$ cat config.mk
export PLATFORM = sky130hd
export DESIGN_NAME = serial_adder_ctrl
export DESIGN_NICKNAME = d
export VERILOG_FILES = /design/src/rtl/adder_pkg.sv /design/src/rtl/fa1_cell.sv /design/src/rtl/serial_adder_ctrl.sv
export SDC_FILE = /design/constraint.sdc
export NUM_CORES = 1
export LEC_CHECK = 0
export ABC_CLOCK_PERIOD_IN_PS = 1700
export BUFFER_PORTS_ARGS = -buffer_cell sky130_fd_sc_hd__buf_2
export CORE_UTILIZATION = 40
export CTS_CLUSTER_DIAMETER = 200
export CTS_CLUSTER_SIZE = 40
export DETAILED_ROUTE_END_ITERATION = 8
export GPL_ROUTABILITY_DRIVEN = 0
export PLACE_DENSITY = 0.71
export SETUP_SLACK_MARGIN = 0.1
export SLEW_MARGIN = 20
export SYNTH_ARGS = -nofsm -noshare
export SYNTH_HDL_FRONTEND = slang
export SYNTH_HIERARCHICAL = 1
export SYNTH_SLANG_ARGS = --single-unit
$ cat constraint.sdc
create_clock -name clk -period 1.7 [get_ports clk]
set_input_delay 0.17 -clock clk [delete_from_list [all_inputs] [get_ports clk]]
set_output_delay 0.17 -clock clk [all_outputs]
set_load 0.005 [all_outputs]
$ cat src/rtl/adder_pkg.sv
// Shared definitions for the adder family: sequencer state encoding and
// the ceiling-log2 helper used to size counters.
package adder_pkg;

  typedef enum logic [1:0] {
    IDLE  = 2'd0,
    SHIFT = 2'd1,
    DONE  = 2'd2
  } state_t;

  function automatic int clog2(input int value);
    int r;
    r = 0;
    for (int i = 0; i < 32; i++) begin
      if ((64'd1 << i) < 64'(value)) begin
        r = i + 1;
      end else begin
        r = r;
      end
    end
    return r;
  endfunction

endpackage

$ cat src/rtl/fa1_cell.sv
// Purely combinational 1-bit full adder; the only arithmetic element of the
// serial adder.
module fa1_cell (
  input  logic a,
  input  logic b,
  input  logic ci,
  output logic s,
  output logic co
);

  assign s  = a ^ b ^ ci;
  assign co = (a & b) | (ci & (a ^ b));

endmodule

$ cat src/rtl/serial_adder_ctrl.sv
// Bit-serial add/subtract sequencer: one fa1_cell is reused LSB-first over
// WIDTH cycles, with start/done handshake and registered results.
module serial_adder_ctrl
  import adder_pkg::*;
#(
  parameter int WIDTH = 8
) (
  input  logic             clk,
  input  logic             rst,
  input  logic             start,
  input  logic             sub,
  input  logic [WIDTH-1:0] a,
  input  logic [WIDTH-1:0] b,
  input  logic             cin,
  output logic             busy,
  output logic             done,
  output logic [WIDTH-1:0] sum,
  output logic             cout,
  output logic             ovf
);

  localparam int CW = (clog2(WIDTH) < 1) ? 1 : clog2(WIDTH);

  state_t           state_r;
  state_t           state_nxt_s;
  logic [WIDTH-1:0] op_a_r;
  logic [WIDTH-1:0] op_b_r;
  logic [WIDTH-1:0] acc_r;
  logic [WIDTH-1:0] sum_r;
  logic [WIDTH-1:0] msb_s;
  logic [WIDTH-1:0] acc_nxt_s;
  logic [CW-1:0]    cnt_r;
  logic             carry_r;
  logic             cout_r;
  logic             ovf_r;
  logic             cell_s_s;
  logic             cell_co_s;
  logic             last_bit_s;

  fa1_cell u_fa1_cell (
    .a  (op_a_r[0]),
    .b  (op_b_r[0]),
    .ci (carry_r),
    .s  (cell_s_s),
    .co (cell_co_s)
  );

  assign last_bit_s = (cnt_r == CW'(WIDTH - 1));

  // Accumulator shifts right; the new sum bit enters at the MSB.
  always_comb begin
    msb_s            = '0;
    msb_s[WIDTH-1]   = cell_s_s;
    acc_nxt_s        = (acc_r >> 1'b1) | msb_s;
  end

  // Next-state decode; the unused encoding falls back to IDLE.
  always_comb begin
    state_nxt_s = state_r;
    case (state_r)
      IDLE: begin
        if (start) begin
          state_nxt_s = SHIFT;
        end else begin
          state_nxt_s = IDLE;
        end
      end
      SHIFT: begin
        if (last_bit_s) begin
          state_nxt_s = DONE;
        end else begin
          state_nxt_s = SHIFT;
        end
      end
      DONE:    state_nxt_s = IDLE;
      default: state_nxt_s = IDLE;
    endcase
  end

  // State, datapath and result registers.
  always_ff @(posedge clk) begin
    if (rst) begin
      state_r <= IDLE;
      op_a_r  <= '0;
      op_b_r  <= '0;
      acc_r   <= '0;
      sum_r   <= '0;
      cnt_r   <= '0;
      carry_r <= 1'b0;
      cout_r  <= 1'b0;
      ovf_r   <= 1'b0;
    end else begin
      state_r <= state_nxt_s;
      case (state_r)
        IDLE: begin
          if (start) begin
            op_a_r  <= a;
            op_b_r  <= sub ? ~b : b;
            carry_r <= cin ^ sub;
            cnt_r   <= '0;
            acc_r   <= '0;
          end else begin
            cnt_r   <= cnt_r;
          end
        end
        SHIFT: begin
          op_a_r  <= op_a_r >> 1'b1;
          op_b_r  <= op_b_r >> 1'b1;
          acc_r   <= acc_nxt_s;
          carry_r <= cell_co_s;
          // Results land on the same edge that enters DONE, so they are
          // visible together with the done pulse; carry_r here is the
          // carry into the MSB.
          if (last_bit_s) begin
            sum_r  <= acc_nxt_s;
            cout_r <= cell_co_s;
            ovf_r  <= carry_r ^ cell_co_s;
          end else begin
            cnt_r  <= cnt_r + CW'(1);
          end
        end
        default: begin
          cnt_r <= cnt_r;
        end
      endcase
    end
  end

  assign busy = (state_r != IDLE);
  assign done = (state_r == DONE);
  assign sum  = sum_r;
  assign cout = cout_r;
  assign ovf  = ovf_r;

endmodule

==> results of run 1 <==
state kept, by name, summed over array words and instances, names as in the netlist:
| name | cells |
|---|---|
| sum | 8 |
| cnt_r | 3 |
| ovf | 1 |
| cout | 1 |
| state_r | 2 |
| op_b_r | 8 |
| op_a_r | 8 |
| carry_r | 1 |
| acc_r | 7 |
tightest hold or removal path, stage by stage:
cell and delay (ps):
buf_2 80, a22oi_1 60, nor2_1 80
Yosys cell counts, drive strengths merged:
cell type  number  area (um^2)
dfxtp          39          781
fa              1         20.0
or2             1         6.26
nor2b           1         6.26
nand2b          8         52.6
a22oi          15          113
nand3           4         20.0
o21bai          1         18.8
nor3b           1         18.8
clkbuf          4         15.0
nor2           23         86.3
xnor2           9         78.8
nor3            7         35.0
o21ba           1         16.3
nand2          21         78.8
buf            12          105
nand3b          1         11.3
or3b            7         61.3
a31oi           3         18.8
or2b            1         7.51
a21oi          17         85.1
and2b           1         8.76
o22ai           6         37.5
and3b           1         10.0
nor4b           1         8.76
a211oi          2         15.0
a2111oi         2         30.0
ha              2         25.0
xor2            1         8.76
final timing paths:
path,start,endpoint,slack (ps)
max,state_r[1],busy,170
min,a[7],op_a_r[7],130
max reg2reg,cnt_r[0],ovf,210
min reg2reg,sum[2],sum[2],450
final cells by class:
class	count	area share, %
clock buffers	7	4.74
well taps	50	3.08
multi-input cells	139	43.8
flip-flops and latches	39	38.4
clock inverters	1	0.369
repair buffers	35	9.61
cells by family after synthesis:
kind of cell             count (synthesis)  synth area share [%]
flip-flops                              39                  43.9
adder cells (fa/ha/maj)                  3                  2.53
buffers and inverters                   16                  6.75
AND/OR/NAND/NOR                         78                  23.1
XOR/XNOR                                10                  4.92
AO/OA/AOI/OAI                           47                  18.8
routing by layer:
layer	up-vias	global-route usage [%]
li1	725	-
met1	647	20.7
met2	40	24.8
met3	5	4.93
met4	0	7.65
met5	-	0
report_power, final:
group | total, mW | internal, mW | switching [mW]
clock | 0.700 | 0.369 | 0.331
combinational | 0.224 | 0.108 | 0.117
sequential | 0.977 | 0.953 | 0.0237
per-stage QoR:
step | util, % | power [mW] | std cells | hold WS [ps]
after floorplan | - | 1.18 | 193 | 318
after global placement | 46.3 | 1.22 | 262 | 419
after detailed placement | 46.3 | 1.22 | 262 | 422
after CTS | 48.8 | 1.91 | 270 | 127
after global routing | 49.0 | 1.99 | 271 | 153
final | 49.0 | 1.90 | 271 | 134
timing repair:
action,in CTS,in global routing
endpoints found under the setup margin,0,10
endpoints found under the hold margin,0,0
hold buffers,0,0
resized for setup,0,1
==> Flow_metrics.wiki, run 1 <==
{| class="wikitable"
! Metric !! Value
|-
| Critical Path Max Stage Delay || 430 ps
|-
| Final instance area || 2030 um^2
|-
| Status || complete, no violations
|-
| VDD IR-drop max || 0.475 mV
|-
| DR WL met3 || between 150 and 200 um
|-
| Crit path max-delay family || flip-flops
|-
| CP Class || reg2out
|-
| Critical path depth || 3
|-
| Highest fanout seen on the critical path || 11
|-
| Detail Route met2 WL || around 1600 um
|-
| Setup ws final || 166 ps
|-
| R2R cell count || 5
|-
| Total track usage || 16.2%
|-
| Mapped Area || about 1800 um^2
|-
| Post-place instance area || 1920 um^2
|-
| Core footprint || a little over 4000 um^2
|-
| Number of clock sinks || 39
|-
| Critical path capture point type || output port
|-
| Total of fill cells in the finished design || 422
|-
| Commonest cells after routing, fill and taps aside || dfxtp_1 (39), buf_2 (32), nor2_1 (23)
|-
| Clock tree from TritonCTS || built
|-
| Standard-cell rows || 23
|-
| Antenna Violating Nets Remaining || 0
|-
| Post-CTS Setup Inserts || 0
|-
| Clk_skew || just over 8 ps
|-
| Cell depth of the worst min-delay path || 3
|-
| Maximum clock rate || ~650 MHz
|-
| Starting density of the core || roughly 43%
|-
| Total Die Area || 4720 um^2
|-
| RSZ-0062 raised after global routing || true
|-
| Classification of the worst-slack hold path || in2reg
|-
| Cells after synthesis || ~190
|-
| MaxCap Viol Count || 0
|-
| Average footprint of a synthesized cell || 9.22 um^2
|-
| Wire length of the first global-routing pass || ~5600 um
|-
| Wl on met1 || 1580 um
|-
| Die width || 68.7 um
|-
| Number of endpoints failing setup at the final stage || 0
|-
| Signal arrival time at the worst endpoint || 1360 ps
|-
| Portion of the post-synthesis area used by sequential elements || between 40 and 50%
|-
| Reported leakage power || 0.792 nW
|-
| Count of input and output buffers || 32
|-
| Area growth from synthesis to layout || 14.2%
|-
| Count of cell types in the netlist || 32
|-
| Diode count || 0
|-
| Final total negative setup slack || 0 ps
|-
| Fraction of the cycle the final worst path needs || 90.2%
|-
| Final hold violation count || 0
|-
| Clock Pin Slew Worst Setup and Hold Paths || 80 ps
|-
| Layout cell share with drive strength beyond 1 || between 20% and 30%
|-
| H-tree levels || 2
|-
| Yosys reg bits || 39
|-
| Initial drt markers || 76
|-
| Hpwl dp || 2200 um
|-
| Count of warnings emitted by yosys || 6
|-
| Post-Syn Nets || 217
|-
| Number of global-route vias before repair || 1226
|-
| # DRC || 0
|-
| WP buf/inv || 2
|-
| Detail-routed via count per cell || 5.23
|-
| Worst setup timing slack at the placement stage || 148 ps
|-
| Number of antenna violations at the first check in global routing || 0
|-
| Worst slew pin tran || 497 ps
|-
| NumNets Final || 244
|-
| Fin crit period || 1530 ps
|-
| DR pass1 iterations || 4
|-
| Count of pins on the block boundary || 33
|-
| Most common library cell in the layout ignoring fill and taps || dfxtp_1
|-
| Master of the slowest instance on the critical path || dfxtp_1
|-
| Residual overflow from global routing || 0
|-
| Clock latency on the worst-skew pair || 300 ps
|-
| Final Slew Violations || 0
|-
| Multi-input logic area || just under 900 um^2
|-
| Areal power density over the cells || between 900 and 1000 nW/um^2
|-
| Cells along the critical path || buf_4 -> or2_2 -> buf_2
|-
| CTS root buffer || clkbuf_8
|-
| CP required || 1530 ps
|-
| Max transition margin || 66.9%
|-
| DR top layer || met4
|-
| Clock Tree Buf Depth || 2
|-
| Final wirelength || 3420 um
|-
| Overall die height || approximately 70 um
|-
| Number of buffers created by CTS || 5
|-
| Pin count of the biggest net entering global routing || 31
|-
| Average wire per standard cell || 12.6 um
|-
| Total number of vias || 1417
|-
| Element type at the critical path start || flip-flop
|-
| Register cell area after layout || between 700 and 800 um^2
|}
No activity file was read; power rests on OpenSTA's default activity.
==> run 2: changes to the inputs <==
CORE_UTILIZATION = 50   (was 40)
GPL_ROUTABILITY_DRIVEN = default   (was 0)
PLACE_DENSITY = 0.83   (was 0.71)
==> Flow_metrics.wiki, run 2 (synthesized netlist as in run 1, its figures left out) <==
{| class="wikitable"
! Metric !! Value
|-
| Number of buffers created by CTS || 5 (unchanged)
|-
| Signal arrival time at the worst endpoint || 1350 ps (about the same)
|-
| Starting density of the core || 52.9% (+10 points)
|-
| Antenna Violating Nets Remaining || 0 (unchanged)
|-
| # DRC || 0 (unchanged)
|-
| CP required || 1530 ps (about the same)
|-
| Layout cell share with drive strength beyond 1 || 24.8% (+0.34 points)
|-
| Final Slew Violations || 0 (unchanged)
|-
| Hold Path Origin || a[7]
|-
| Cell depth of the worst min-delay path || 3 (unchanged)
|-
| Sequential share of power || 59.6% (+8.2 points)
|-
| Number of antenna violations at the first check in global routing || 0 (unchanged)
|-
| Reg-to-Reg Start || cnt_r[0]
|-
| Clk_skew || 7.92 ps (-0.356 ps)
|-
| Max transition margin || 69.7% (+2.9 points)
|-
| Average wire per standard cell || 12.5 um (-1.2%)
|-
| Net Sw Frac || 26.3% (+1.6 points)
|-
| Maximum clock rate || 660 MHz (+1.2%)
|-
| Hpwl dp || 2270 um (+2.9%)
|-
| DR top layer || met4
|-
| DR pass1 iterations || 4 (unchanged)
|-
| Critical path capture point type || output port
|-
| Total track usage || 19.7% (+3.5 points)
|-
| Number of global-route vias before repair || 1238 (+0.98%)
|-
| Critical Path Max Stage Delay || 420 ps (about the same)
|-
| Wire length of the first global-routing pass || 5410 um (-3.2%)
|-
| Classification of the worst-slack hold path || in2reg
|-
| Part of the power in the clock network || 27.4% (-9.4 points)
|-
| Final hold violation count || 0 (unchanged)
|-
| Internal power component || 1.22 mW (-15%)
|-
| Switch Pwr || 0.436 mW (-7.6%)
|-
| Diode count || 0 (unchanged)
|-
| CTS root buffer || clkbuf_4
|-
| Clock tree from TritonCTS || built
|-
| Initial drt markers || 50 (-34%)
|-
| Total of fill cells in the finished design || 305 (-28%)
|-
| Register cell area after layout || 785 um^2 (+0.48%)
|-
| Highest fanout seen on the critical path || 16 (+5)
|-
| R2R cell count || 5 (unchanged)
|-
| Critical path depth || 3 (unchanged)
|-
| Areal power density over the cells || 837 nW/um^2 (-11%)
|-
| WP buf/inv || 2 (unchanged)
|-
| Final estimated routing congestion in global placement || 0.725
|-
| Clock latency on the worst-skew pair || 350 ps (+50 ps)
|-
| Number of standard cells in the final layout excluding fillers || 268 (-1.1%)
|-
| Status || complete, no violations
|-
| Detail Route met2 WL || 1590 um (-0.38%)
|-
| MaxCap Viol Count || 0 (unchanged)
|-
| NumNets Final || 245 (+0.41%)
|-
| Final hold slack || 92.8 ps (-40.9 ps)
|-
| Fraction of power consumed by combinational cells || 13.0% (+1.2 points)
|-
| Detail-routed via count per cell || 5.35 (+2.3%)
|-
| Commonest cells after routing, fill and taps aside || dfxtp_1 (38), buf_2 (32), nor2_1 (23)
|-
| Wl on met1 || 1560 um (-1.4%)
|-
| Residual overflow from global routing || 0 (unchanged)
|-
| Count of input and output buffers || 32 (unchanged)
|-
| Final total negative setup slack || 0 ps (unchanged)
|-
| Number of endpoints failing setup at the final stage || 0 (unchanged)
|-
| Clock Tree Buf Depth || 2 (unchanged)
|-
| DR WL met3 || 131 um (-22%)
|-
| H-tree levels || 2 (unchanged)
|-
| Reported leakage power || 0.771 nW (-2.6%)
|-
| Die width || 61.7 um (-10%)
|-
| Most common library cell in the layout ignoring fill and taps || dfxtp_1
|-
| Count of pins on the block boundary || 33 (unchanged)
|-
| VDD IR-drop max || 0.451 mV (-4.9%)
|-
| Overall die height || 61.7 um (-10%)
|-
| Cells along the critical path || buf_4 -> or2_2 -> buf_2
|-
| Area growth from synthesis to layout || 11.0%
|-
| Fraction of the cycle the final worst path needs || 89.1% (-1.1 points)
|-
| Multi-input logic area || 890 um^2 (unchanged)
|-
| Crit path max-delay family || flip-flops
|-
| Endpoint of the worst hold path || op_a_r[7]
|-
| Critical Path Source || state_r[0]
|-
| CP Class || reg2out
|-
| Fin crit period || 1520 ps (-18.7 ps)
|-
| Capture point of the worst reg-to-reg path || ovf
|-
| Master of the slowest instance on the critical path || dfxtp_4
|-
| Worst slew pin tran || 453 ps (-44.2 ps)
|-
| Total number of vias || 1433 (+1.1%)
|-
| Pin count of the biggest net entering global routing || 25 (-19%)
|-
| Number of clock sinks || 39 (unchanged)
|-
| Core footprint || 3360 um^2 (-19%)
|-
| Count of placed standard cells including taps || 259 (-1.1%)
|-
| Final wirelength || 3340 um (-2.3%)
|-
| Clock Pin Slew Worst Setup and Hold Paths || 100 ps (+20 ps)
|-
| Register-to-register setup slack || 240 ps (+30 ps)
|-
| Standard-cell rows || 21 (-8.7%)
|-
| Total Die Area || 3800 um^2 (-19%)
|-
| Element type at the critical path start || flip-flop
|-
| RSZ-0062 raised after global routing || false
|}
-- run 2: cell count changes in the layout (fill, tap and decap cells not counted), sizes merged --
cell    previous run  this run
clkbuf             7         6
clkinv             0         1
buf               35        36
-- run 2: worst register-to-register path: cells and delay by family (launching register included) --
family | cells | cell delay, ps
DFF | 1 | 410
AOI/OAI and AO/OA | 1 | 180
and+or+nand+nor | 2 | 350
adders and majority gates | 2 | 450
-- run 2: area by class of cell --
cell class | instances | area share, %
multi-input combinational | 139 | 45.0
sequential | 39 | 39.7
timing repair buffer | 36 | 9.63
tap | 46 | 2.91
clock buffer | 6 | 2.09
clock inverter | 2 | 0.633
-- run 2: worst max-delay path by stage --
stage | end | slack (ps)
2_1_floorplan | ovf | 270
3_5_place_dp | ovf | 150
5_1_grt | done | 120
3_3_place_gp | ovf | 210
6_report | busy | 180
4_1_cts | done | 110
-- run 2: metrics by stage --
step                setup WS, ps  instance area, um^2  utilization, %  total power, mW
global route                 118                 1980            58.7             1.73
global placement             212                 1910            56.7             1.21
floorplan                    267                 1780               -             1.18
CTS                          112                 1960            58.3             1.67
detailed placement           153                 1910            56.7             1.22
finish                       185                 1980            58.7             1.65
-- run 2: power by group through the flow --
| stage | combinational (mW) | sequential, mW | clock, mW |
|---|---|---|---|
| global route | 0.241 | 0.991 | 0.498 |
| floorplan | 0.184 | 0.993 | 0 |
| CTS | 0.216 | 0.985 | 0.472 |
| global placement | 0.209 | 1.00 | 0 |
| detailed placement | 0.215 | 1.01 | 0 |
| finish | 0.214 | 0.985 | 0.453 |
-- run 2: repair_timing --
action                     CTS  global route
hold buffers                 0             0
setup endpoints to repair    2            12
resized for setup            1             2
gates cloned                 0             1
pin swaps                    0             1
setup buffers                0             0
-- run 2: routing by layer --
metal,GRT usage [%],vias to the layer above
met5,0,-
met4,9.21,0
met3,6.72,5
met2,30.9,27
met1,24.5,670
li1,-,731
